**src/rtl/demux_reg8_32bit.sv**
```systemverilog
// Write-side register bank feeding the 8:1 operand mux: one handshaked write per cycle into
// one of eight registers, plus a sequenced one-register-per-cycle bank clear.
module demux_reg8_32bit #(
    parameter int unsigned      WIDTH   = 32,
    parameter logic [WIDTH-1:0] CLR_VAL = '0
) (
    input  logic             clk,
    input  logic             rst_n,
    input  logic             wr_valid,
    output logic             wr_ready,
    input  logic [2:0]       wr_sel,
    input  logic [WIDTH-1:0] wr_data,
    input  logic             clr_req,
    output logic             clr_busy,
    output logic             clr_done,
    output logic [7:0]       wr_count,
    output logic [WIDTH-1:0] O0,
    output logic [WIDTH-1:0] O1,
    output logic [WIDTH-1:0] O2,
    output logic [WIDTH-1:0] O3,
    output logic [WIDTH-1:0] O4,
    output logic [WIDTH-1:0] O5,
    output logic [WIDTH-1:0] O6,
    output logic [WIDTH-1:0] O7
);

    localparam int unsigned NUM_REGS = 8;
    localparam int unsigned IDX_W    = 3;

    typedef enum logic [1:0] {
        IDLE  = 2'd0,
        CLEAR = 2'd1,
        DONE  = 2'd2
    } state_t;

    state_t           state;
    logic [IDX_W-1:0] idx;
    logic [WIDTH-1:0] bank [NUM_REGS];
    logic             wr_fire;

    // Clear request has priority over a simultaneous write, so it gates ready.
    assign wr_ready = (state == IDLE) && !clr_req;
    assign wr_fire  = wr_valid && wr_ready;

    always_ff @(posedge clk or negedge rst_n) begin
        if (!rst_n) begin
            state    <= IDLE;
            idx      <= '0;
            clr_busy <= 1'b0;
            clr_done <= 1'b0;
            wr_count <= '0;
            for (int i = 0; i < NUM_REGS; i++) begin
                bank[i] <= CLR_VAL;
            end
        end else begin
            case (state)
                IDLE: begin
                    if (clr_req) begin
                        state    <= CLEAR;
                        idx      <= '0;
                        clr_busy <= 1'b1;
                    end else if (wr_fire) begin
                        bank[wr_sel] <= wr_data;
                        wr_count     <= wr_count + 8'd1;
                    end
                end
                CLEAR: begin
                    bank[idx] <= CLR_VAL;
                    idx       <= idx + IDX_W'(1);
                    if (idx == IDX_W'(NUM_REGS - 1)) begin
                        state    <= DONE;
                        clr_busy <= 1'b0;
                        clr_done <= 1'b1;
                    end
                end
                DONE: begin
                    state    <= IDLE;
                    clr_done <= 1'b0;
                end
                default: begin
                    state    <= IDLE;
                    clr_busy <= 1'b0;
                    clr_done <= 1'b0;
                end
            endcase
        end
    end

    assign O0 = bank[0];
    assign O1 = bank[1];
    assign O2 = bank[2];
    assign O3 = bank[3];
    assign O4 = bank[4];
    assign O5 = bank[5];
    assign O6 = bank[6];
    assign O7 = bank[7];

endmodule
```
**config.mk**
```make
export PLATFORM = sky130hd
export DESIGN_NAME = demux_reg8_32bit
export DESIGN_NICKNAME = d
export VERILOG_FILES = /design/src/rtl/demux_reg8_32bit.sv
export SDC_FILE = /design/constraint.sdc
export NUM_CORES = 1
export LEC_CHECK = 0
export CAP_MARGIN = 5
export CORE_ASPECT_RATIO = 1.75
export CORE_MARGIN = 2
export CORE_UTILIZATION = 40
export DETAILED_ROUTE_END_ITERATION = 6
export PLACE_DENSITY_LB_ADDON = 0.2
export RECOVER_POWER = 50
export SLEW_MARGIN = 0
export SYNTH_ARGS = -nofsm -noshare
export SYNTH_HDL_FRONTEND = slang
export SYNTH_SLANG_ARGS = --single-unit
```
**constraint.sdc**
```tcl
create_clock -name clk -period 2.9 [get_ports clk]
set_clock_uncertainty 0.1 [all_clocks]
set_input_delay 0.58 -clock clk [delete_from_list [all_inputs] [get_ports clk]]
set_output_delay 0.58 -clock clk [all_outputs]
set_load 0.02 [all_outputs]
```
==> impl_metrics.ini <==
[route]
via_count = 7426
drcViolationCount = 0
wl_per_cell_um = 25.0
ant_nets = 0
firstDrtPassIters = 5
drtIter0Drc = 436
drt-total-wl_um = 32400
avgViaCountPerCell = 5.73

[synth]
synth_edf_count = 0
syn_area_per_cell_um2 = 14.4
synthDistinctLibCells = 29
netlist_instances = 689
syn_nets = 731
synth_ff_type = dfrtp_1
synth-async-reset-ratio_pct = 100
ys_warn_count = 0
synth-seq-cells = 271
syn_area_um2 = 9920
seq_area_frac_synth_pct = 68.4

[die]
io_pins = 306
core_um2 = 24500
num_rows = 76
die_area_um2 = 26100
initial_core_util_pct = 40.4
die_h_um = 212
die_w_um = 123

[clocking]
cts_max_path_buffers = 3
htree_levels = 1
cts_root_buf = clkbuf_16
cts_setup_buffers = 0
post_cts_resized = 0
cts_buffers = 25
clk_latency_ns = 0.52
clkTransAtPathRegs_ns = 0.06
cts_tree = done
ctsHoldBuffers = 1
cts.sinks = 271

[power_and_ir_drop]
power.total_mw = 12.0
p_per_area_nw_per_um2 = 849
p_leak_nw = 6.57
ir_drop_v = 0.000444

[worst_hold_path]
hp-class = register to register

[critical_path]
worstSetupStartpointType = primary input
cp-end-kind = output pin
critical_path_class = primary input to output pin
cp.required_ns = 2.22
critical_path.slowest_cell = clkdlybuf4s50_1
r2r_cells = 6
r2r-start = state[1]$_DFFE_PN0P_
ff2ff_setup_slack_ns = 0.45
crit_chain = dlygate4sd3_1 -> nor3_1 -> clkdlybuf4s50_1
max_stage_delay_ns = 0.62
setup.worst_path.start = clr_req
endpoint = wr_ready
crit_fanout = 5
r2r_end = O5[26]$_DFFE_PN0P_
arrival_ns = 1.96

[sta]
finalSetupTns_ns = 0
setup_viol = 0
max_freq_mhz = 379
drv_slew = 0
rsz0062_at_grt = no
slew_headroom_pct = 18.1
timing.hold.ws_ns = 0.384
worst_pin_slew_ns = 1.23
min_period_ns = 2.64
final.period_utilization_pct = 91.1
final_hold_viol_count = 0

[cells_and_area]
antenna_cells = 0
stdcell_count = 1296
layout_common_cells = clkdlybuf4s50_1, dfrtp_1, a22o_1, dlygate4sd3_1, clkbuf_16
final_util_pct = 57.7
layout_commonest_cell = clkdlybuf4s50_1
final_nets = 1008
layout-drive-gt1-share_pct = 8.23
syn_to_final_growth_pct = 42.6

[grt]
grt_use_total_pct = 24.8
grt.met3_usage_pct = 5.07
grt_max_degree = 81
grt_pass1_vias = 7480
use_met1_pct = 30.2
use_met2_pct = 42.7
grt_overflow_total = 0
grt_pass1_wl_um = 48500
antenna_found_initial = 0
grt_busiest_layer = met2

[placed_design]
hpwl_um = 22600
portBuffers = 305
place_congestion = 0.814
dp.cells = 1250

[status]
status = completed

[job]
drv_cap = 0
per-layer routing:
layer / share of wire, % / vias to the layer above
li1: - / 3150
met1: 37 / 3810
met2: 51 / 393
met3: 7.9 / 73
met4: 4.0 / 0
met5: 0 / -
cells in the mapped netlist, types with 3 or more instances:
master | number | share of area [%]
xor2_1 | 3 | 0.26
nor3b_1 | 4 | 0.30
a22o_1 | 258 | 23
nor2_1 | 3 | 0.11
buf_1 | 32 | 1.2
nor2b_1 | 3 | 0.19
buf_2 | 40 | 2.0
nor3_1 | 5 | 0.25
clkbuf_1 | 20 | 0.76
ha_1 | 3 | 0.38
and3b_1 | 3 | 0.26
and2_1 | 8 | 0.50
a22oi_1 | 8 | 0.61
nand2_1 | 7 | 0.26
xnor2_1 | 4 | 0.35
dfrtp_1 | 271 | 68
kinds of logic after synthesis:
logic type,synth area share [%]
DFF,68.4
AOI/OAI and AO/OA,23.8
xor gates and xnor gates,0.618
buffers and inverters,4.17
and+or+nand+nor,2.66
adders and majority gates,0.378
area by class of cell:
| cell class | count | area (µm²) |
|---|---|---|
| clock inverter | 16 | 206 |
| tap | 312 | 390 |
| sequential | 271 | 6780 |
| fill | 2046 | 10400 |
| timing repair buffer | 343 | 3380 |
| multi-input combinational | 323 | 2740 |
| inverter | 2 | 7.51 |
| clock buffer | 29 | 651 |
stage by stage:
step / area (µm²) / setup slack, ns
floorplan: 9920 / 1.08
global placement: 13400 / 0.268
detailed placement: 13400 / 0.247
CTS: 14200 / 0.298
global route: 14200 / 0.144
finish: 14200 / 0.258
worst min path at each step:
| stage | startpoint | to | slack [ns] | depth (start not counted) |
|---|---|---|---|---|
| floorplan | rst_n | O0[0]$_DFFE_PN0P_ | 0.18 | 0 |
| finish | wr_count[7]$_DFFE_PN0P_ | wr_count[7]$_DFFE_PN0P_ | 0.38 | 1 |
| CTS | wr_count[7]$_DFFE_PN0P_ | wr_count[7]$_DFFE_PN0P_ | 0.39 | 1 |
| global placement | wr_count[7]$_DFFE_PN0P_ | wr_count[7]$_DFFE_PN0P_ | 0.36 | 1 |
| global route | wr_count[7]$_DFFE_PN0P_ | wr_count[7]$_DFFE_PN0P_ | 0.40 | 1 |
| detailed placement | wr_count[7]$_DFFE_PN0P_ | wr_count[7]$_DFFE_PN0P_ | 0.38 | 1 |
flip-flops by register name (all words and copies together) (netlist names):
register  flops
O3           32
O0           32
O2           32
wr_count      8
O7           32
O5           32
O4           32
clr_busy      1
state         2
clr_done      1
idx           3
O1           32
O6           32
power breakdown:
group | switching, mW | internal, mW | leakage, nW
Sequential | 0.448 | 4.41 | 3.74
Clock | 1.46 | 1.99 | 0.418
Combinational | 2.03 | 1.67 | 2.42
Total | 3.94 | 8.07 | 6.57
worst max-delay path: cells and delay by family:
family                 cells  cell delay (ns)
AND/OR/NAND/NOR            1             0.16
buffers and inverters      2             1.22
Power figures use the tool's default switching activity.
